[config.mk]
export PLATFORM = sky130hd
export DESIGN_NAME = game_sequencer
export DESIGN_NICKNAME = d
export VERILOG_FILES = /design/src/rtl/game_pkg.sv /design/src/rtl/game_sequencer_button_debouncer.sv /design/src/rtl/game_sequencer.sv
export SDC_FILE = /design/constraint.sdc
export NUM_CORES = 1
export LEC_CHECK = 0
export BUFFER_PORTS_ARGS = -buffer_cell sky130_fd_sc_hd__buf_4
export CAP_MARGIN = 20
export CORE_AREA = 2 2 105 107
export DETAILED_ROUTE_END_ITERATION = 7
export DIE_AREA = 0 0 107 109
export GPL_ROUTABILITY_DRIVEN = 0
export PLACE_DENSITY_LB_ADDON = 0.12
export RECOVER_POWER = 100
export SETUP_SLACK_MARGIN = 0.02
export SLEW_MARGIN = 20
export SYNTH_ARGS = -nofsm -noshare
export SYNTH_HDL_FRONTEND = slang
export SYNTH_HIERARCHICAL = 1
export SYNTH_SLANG_ARGS = --single-unit
[constraint.sdc]
create_clock -name clk -period 2.7 [get_ports clk]
set_clock_uncertainty 0.05 [all_clocks]
set_input_delay 0.27 -clock clk [delete_from_list [all_inputs] [get_ports clk]]
set_output_delay 0.27 -clock clk [all_outputs]
set_load 0.05 [all_outputs]
[src/rtl/game_pkg.sv]
// rtl/game_pkg.sv - shared types and default timing constants for the run-control sequencer
// Purpose: sequencer state encoding and board-rate defaults used by game_sequencer
//          and button_debouncer.
// Ports:   none (package).
package game_pkg;

  // Board defaults at 12 MHz: ~0.7 s per generation, ~5.5 ms debounce, 0.5 s long press.
  localparam int DEF_STEP_PERIOD     = 8388608;
  localparam int DEF_DEBOUNCE_CYCLES = 65536;
  localparam int DEF_LONG_PRESS      = 6000000;

  typedef enum logic [2:0] {
    S_LOAD    = 3'd0,
    S_PAUSED  = 3'd1,
    S_RUNNING = 3'd2,
    S_STEP    = 3'd3,
    S_HALTED  = 3'd4
  } seq_state_t;

endpackage

[src/rtl/game_sequencer_button_debouncer.sv]
// rtl/game_sequencer_button_debouncer.sv - 2-FF synchroniser plus stable-count debounce filter
// Purpose: clean up one raw push button and emit single-cycle press/release pulses.
// Ports:
//   clk, rst_n   clock, asynchronous active-low reset
//   btn_i        raw asynchronous button level
//   level_o      debounced level
//   press_o      one-cycle pulse in the first cycle level_o is high
//   release_o    one-cycle pulse in the first cycle level_o is low
module button_debouncer
  import game_pkg::*;
#(
  parameter int DEBOUNCE_CYCLES = DEF_DEBOUNCE_CYCLES
) (
  input  logic clk,
  input  logic rst_n,
  input  logic btn_i,
  output logic level_o,
  output logic press_o,
  output logic release_o
);

  localparam int CW = (DEBOUNCE_CYCLES > 1) ? $clog2(DEBOUNCE_CYCLES) : 1;
  localparam logic [CW-1:0] CNT_LAST = CW'(DEBOUNCE_CYCLES - 1);

  logic          sync1_q, sync2_q;
  logic          level_q, level_d;
  logic          press_q, press_d;
  logic          release_q, release_d;
  logic [CW-1:0] cnt_q, cnt_d;

  // cnt_q counts consecutive synchronised samples that disagree with the
  // debounced level; any agreeing sample restarts the run.
  always_comb begin
    cnt_d     = '0;
    level_d   = level_q;
    press_d   = 1'b0;
    release_d = 1'b0;
    if (sync2_q != level_q) begin
      if (cnt_q == CNT_LAST) begin
        level_d   = sync2_q;
        press_d   = sync2_q;
        release_d = ~sync2_q;
      end else begin
        cnt_d = cnt_q + 1'b1;
      end
    end
  end

  always_ff @(posedge clk or negedge rst_n) begin
    if (!rst_n) begin
      sync1_q   <= 1'b0;
      sync2_q   <= 1'b0;
      level_q   <= 1'b0;
      press_q   <= 1'b0;
      release_q <= 1'b0;
      cnt_q     <= '0;
    end else begin
      sync1_q   <= btn_i;
      sync2_q   <= sync1_q;
      level_q   <= level_d;
      press_q   <= press_d;
      release_q <= release_d;
      cnt_q     <= cnt_d;
    end
  end

  assign level_o   = level_q;
  assign press_o   = press_q;
  assign release_o = release_q;

endmodule

[src/rtl/game_sequencer.sv]
// rtl/game_sequencer.sv - run-control sequencer for the Conway-cell grid
// Purpose: turns the two board buttons into load/run/pause/step, drives the
//          cell-array step enable and load pulse, counts generations and halts
//          on extinction or still life.
// Ports:
//   clk, rst_n   clock, asynchronous active-low reset
//   buttons      raw buttons: [0] load, [1] run/step (short = pause/step, long = run)
//   cells_q      current cell states, N*N bits
//   cells_d      next-generation cell states, N*N bits
//   step_game    one-cycle cell enable
//   rst_game     cell load pulse (high in LOAD and during reset)
//   generation   generations stepped since last load (saturating)
//   running      high in RUNNING
//   halted       high in HALTED
module game_sequencer
  import game_pkg::*;
#(
  parameter int N               = 5,
  parameter int STEP_PERIOD     = DEF_STEP_PERIOD,
  parameter int DEBOUNCE_CYCLES = DEF_DEBOUNCE_CYCLES,
  parameter int LONG_PRESS      = DEF_LONG_PRESS,
  parameter int GEN_W           = 16,
  parameter int AUTO_RUN        = 1
) (
  input  logic             clk,
  input  logic             rst_n,
  input  logic [1:0]       buttons,
  input  logic [N*N-1:0]   cells_q,
  input  logic [N*N-1:0]   cells_d,
  output logic             step_game,
  output logic             rst_game,
  output logic [GEN_W-1:0] generation,
  output logic             running,
  output logic             halted
);

  localparam int PW = $clog2(STEP_PERIOD);
  localparam logic [PW-1:0] PERIOD_LAST = PW'(STEP_PERIOD - 1);
  // step_game is registered, so it is launched one count early.
  localparam logic [PW-1:0] PERIOD_PRE  = PW'(STEP_PERIOD - 2);

  localparam int LW = $clog2(LONG_PRESS + 1);
  localparam logic [LW-1:0] LONG_MAX = LW'(LONG_PRESS);
  localparam logic [LW-1:0] LONG_PRE = LW'(LONG_PRESS - 1);

  logic level0, press0, release0;
  logic level1, press1, release1;
  logic unused_evts;

  button_debouncer #(.DEBOUNCE_CYCLES(DEBOUNCE_CYCLES)) u_db_load (
    .clk       (clk),
    .rst_n     (rst_n),
    .btn_i     (buttons[0]),
    .level_o   (level0),
    .press_o   (press0),
    .release_o (release0)
  );

  button_debouncer #(.DEBOUNCE_CYCLES(DEBOUNCE_CYCLES)) u_db_run (
    .clk       (clk),
    .rst_n     (rst_n),
    .btn_i     (buttons[1]),
    .level_o   (level1),
    .press_o   (press1),
    .release_o (release1)
  );

  assign unused_evts = &{level0, release0, press1};

  seq_state_t       state_q, state_d;
  logic [PW-1:0]    period_q, period_d;
  logic [LW-1:0]    press_cnt_q, press_cnt_d;
  logic [GEN_W-1:0] generation_q, generation_d;
  logic             step_game_q, step_game_d;
  logic             rst_game_q;
  logic             running_q, halted_q;

  logic long_evt, short_evt, halt_cond;

  // Held-cycle counter: the increment that lands on LONG_MAX is the long
  // event; saturation guarantees it fires once and marks the press as long.
  always_comb begin
    press_cnt_d = '0;
    if (level1) begin
      press_cnt_d = (press_cnt_q == LONG_MAX) ? press_cnt_q : press_cnt_q + 1'b1;
    end
  end

  assign long_evt  = level1 && (press_cnt_q == LONG_PRE);
  assign short_evt = release1 && (press_cnt_q != LONG_MAX);

  // Extinct or still life: stepping again would change nothing.
  assign halt_cond = (cells_q == '0) || (cells_d == cells_q);

  always_comb begin
    state_d = state_q;
    unique case (state_q)
      S_LOAD:    state_d = (AUTO_RUN != 0) ? S_RUNNING : S_PAUSED;
      S_PAUSED: begin
        if (short_evt)     state_d = S_STEP;
        else if (long_evt) state_d = S_RUNNING;
      end
      S_RUNNING: if (short_evt) state_d = S_PAUSED;
      S_STEP:    state_d = S_PAUSED;
      S_HALTED:  if (long_evt)  state_d = S_RUNNING;
      default:   state_d = S_LOAD;
    endcase
    // step_game_q is only ever high in RUNNING or STEP.
    if (step_game_q && halt_cond) state_d = S_HALTED;
    if (press0)                   state_d = S_LOAD;
  end

  // The period counter only advances while staying in RUNNING, so it is
  // held at zero everywhere else and every entry to RUNNING starts afresh.
  always_comb begin
    period_d = '0;
    if (state_q == S_RUNNING && state_d == S_RUNNING) begin
      period_d = (period_q == PERIOD_LAST) ? '0 : period_q + 1'b1;
    end
  end

  assign step_game_d = (state_d == S_STEP) ||
                       (state_q == S_RUNNING && state_d == S_RUNNING && period_q == PERIOD_PRE);

  always_comb begin
    generation_d = generation_q;
    if (step_game_q && generation_q != '1) generation_d = generation_q + 1'b1;
    if (state_q == S_LOAD || state_d == S_LOAD) generation_d = '0;
  end

  always_ff @(posedge clk or negedge rst_n) begin
    if (!rst_n) begin
      state_q      <= S_LOAD;
      period_q     <= '0;
      press_cnt_q  <= '0;
      generation_q <= '0;
      step_game_q  <= 1'b0;
      rst_game_q   <= 1'b1;
      running_q    <= 1'b0;
      halted_q     <= 1'b0;
    end else begin
      state_q      <= state_d;
      period_q     <= period_d;
      press_cnt_q  <= press_cnt_d;
      generation_q <= generation_d;
      step_game_q  <= step_game_d;
      rst_game_q   <= (state_d == S_LOAD);
      running_q    <= (state_d == S_RUNNING);
      halted_q     <= (state_d == S_HALTED);
    end
  end

  assign step_game  = step_game_q;
  assign rst_game   = rst_game_q;
  assign generation = generation_q;
  assign running    = running_q;
  assign halted     = halted_q;

endmodule
==> metrics.md <==
| Metric | Value |
|---|---|
| Fillers | 917 |
| Final Setup Violations | 0 |
| # IOs | 74 |
| Outcome | complete, no violations |
| Dpl cells | 802 |
| DRC | 0 |
| Detailed Route WL | 11810 µm |
| # resized after CTS | 0 |
| Vias in the first global route | 4417 |
| CP Launch Type | flop |
| Die span in y | 109 µm |
| Final hold vios | 0 |
| Pre-antenna DRT Iters | 5 |
| Initial DRC count | 209 |
| Vias per inst | 5.457 |
| Port bufs | 73 |
| P_leak | 0.002845 µW |
| Post-DRT Antenna Nets | 0 |
| Area grow syn2layout | 11.80% |
| Mean area per synthesized cell | 10.03 µm² |
| Worst EP arrival | 2.75 ns |
| TritonCTS clock tree | built |
| Setup crit end kind | flop |
| Crit path kind | reg2reg |
| Maximum VDD drop | 362.6 µV |
| Ys Warns | 6 |
| R2R Path Start | press_cnt_q[0]$_DFFE_PN0P_ |
| Fin nets | 739 |
| Placeable Area | 0.01060 mm² |
| DP Worst Slack | -0.01987 ns |
| Worst slew pin tran | 1.000 ns |
| Total track usage | 20.99% |
| Post-route insts no fill | 823 |
| Reg clk slew, reported paths | 0.10 ns |
| First-pass GRT wire length | 19830 µm |
| Max-slew headroom | 33.32% |
| Fin crit period | 2.511 ns |
| Share of layout cells above drive strength 1 | 14.06% |
| Max-cap viol count | 0 |
| Required @ worst endpoint | 2.94 ns |
| RSZ-0062 raised after global routing | false |
| PwrDens | 406.6 mW/mm² |
| CTS buffer count | 9 |
| Clk sinks | 109 |
| Post-DP HPWL | 8440 µm |
| Grt total ovfl | 0 |
| Worst reg2reg setup slack | 0.19 ns |
| Diode count | 0 |
| Syn Std Cell Area | 0.005969 mm² |
| CTS Root Cell | clkbuf_8 |
| Buffers from clock root to sink, at most | 2 |
| Clk_lat worst skew | 0.36 ns |
| Post-DR wirelength/cell | 14.35 µm |
| WHS Endpoint | u_db_load/sync2_q$_DFF_PN0_ |
| Initial antenna violation count | 0 |
| Period utilization | 93.00% |
| Final design utilization | 62.95% |
| Largest net degree at the start of global routing | 49 |
| Syn Nets | 656 |
| Slew Viols, Final | 0 |
| Die ar. | 0.01166 mm² |
| CTS HTree Levels | 3 |
| Die X | 107 µm |
| CP Max Fanout | 10 |
| WHS Path Cells | 0 |
| Num rows | 38 |
| Via count | 4491 |
| Final setup margin | 0.1890 ns |
| Reg2reg end | generation[8]$_DFFE_PN0P_ |
| Synth Instances | 595 |
| Starting Density | 56.30% |
| FF-to-FF path depth | 8 |
| Hold Path Origin | u_db_load/sync1_q$_DFF_PN0_ |
| FMAX | 0.3982 GHz |
| Min-Delay Path Class | reg2reg |
## per-layer routing
layer | wire length, µm | part of all wire [%] | global-route usage [%]
met1 | 5378 | 46 | 26.79
met2 | 5630 | 48 | 35.94
met3 | 664 | 5.6 | 4.543
met4 | 136 | 1.2 | 6.586
met5 | 0 | 0 | 0
## worst max path at each step
| stage | start | endpoint | cells after the start |
|---|---|---|---|
| final | press_cnt_q[0]$_DFFE_PN0P_ | generation[8]$_DFFE_PN0P_ | 8 |
| after global routing | press_cnt_q[0]$_DFFE_PN0P_ | generation[1]$_DFFE_PN0P_ | 8 |
| after CTS | press_cnt_q[0]$_DFFE_PN0P_ | generation[14]$_DFFE_PN0P_ | 8 |
| after detailed placement | press_cnt_q[0]$_DFFE_PN0P_ | generation[2]$_DFFE_PN0P_ | 8 |
| after global placement | press_cnt_q[0]$_DFFE_PN0P_ | generation[4]$_DFFE_PN0P_ | 8 |
| after floorplan | generation[3]$_DFFE_PN0P_ | generation[1]$_DFFE_PN0P_ | 7 |
## cell usage in the layout (no fill, tap or decap), drive strengths merged, types with 4 or more instances in the layout
master  instances
dfrtp         108
nor2           76
xnor2          72
buf            56
nand2          46
nand3          38
clkbuf         37
xor2           35
nand4          25
and2           21
inv            20
nor3           16
nor4           16
a21oi          16
and3           13
and4            9
ha              7
o21ai           6
or3             5
nor2b           4
a311oi          4
nor3b           4
## metrics by stage
step / instance area, µm² / power (µW) / setup TNS, ns / hold WS [ns]
after CTS: 6880 / 2746 / 0 / 0.3068
after floorplan: 5969 / 1744 / 0 / -0.07559
after global routing: 6674 / 2822 / 0 / 0.3191
final: 6674 / 2714 / 0 / 0.3047
after detailed placement: 6666 / 1862 / -0.05612 / 0.2163
after global placement: 6666 / 1858 / 0 / 0.2129
## power breakdown
group	switching, µW	internal, µW	leakage (µW)	total (µW)
Sequential	10.4	1640	0.00149	1650
Combinational	84.3	87.6	0.00128	172
Clock	551	339	0.0000795	890
Total	646	2070	0.00284	2710
## area by class of cell
| class | instances | area [µm²] | share of cell area [%] |
|---|---|---|---|
| clock buffers | 11 | 131.4 | 1.969 |
| clock inverters | 5 | 37.54 | 0.5624 |
| inverters | 20 | 75.07 | 1.125 |
| multi-input cells | 453 | 2970 | 44.51 |
| flip-flops and latches | 109 | 2729 | 40.89 |
| well taps | 140 | 175.2 | 2.625 |
| repair buffers | 85 | 555.5 | 8.324 |
## state kept, by name, summed over array words and instances (netlist names), 3 cells and up
register         cells
period_q            23
generation          16
press_cnt_q         23
u_db_run/cnt_q      16
state_q              3
u_db_load/cnt_q     16
## critical path, stage by stage (launching register included)
cell and delay, ns:
dfrtp_1 0.44, ha_1 0.21, and3_1 0.27, nand2_1 0.14, or3_1 0.40, a211oi_1 0.44, o31ai_4 0.09, buf_2 0.21
a21oi_1 0.18
## what timing repair did
| item | 4_1_cts | 5_1_grt |
|---|---|---|
| hold endpoints to repair | 36 | 0 |
| endpoints found under the setup margin | 8 | 0 |
| hold buffers | 3 | 0 |
| buffers inserted | 2 | 0 |
Power figures use the tool's default switching activity.
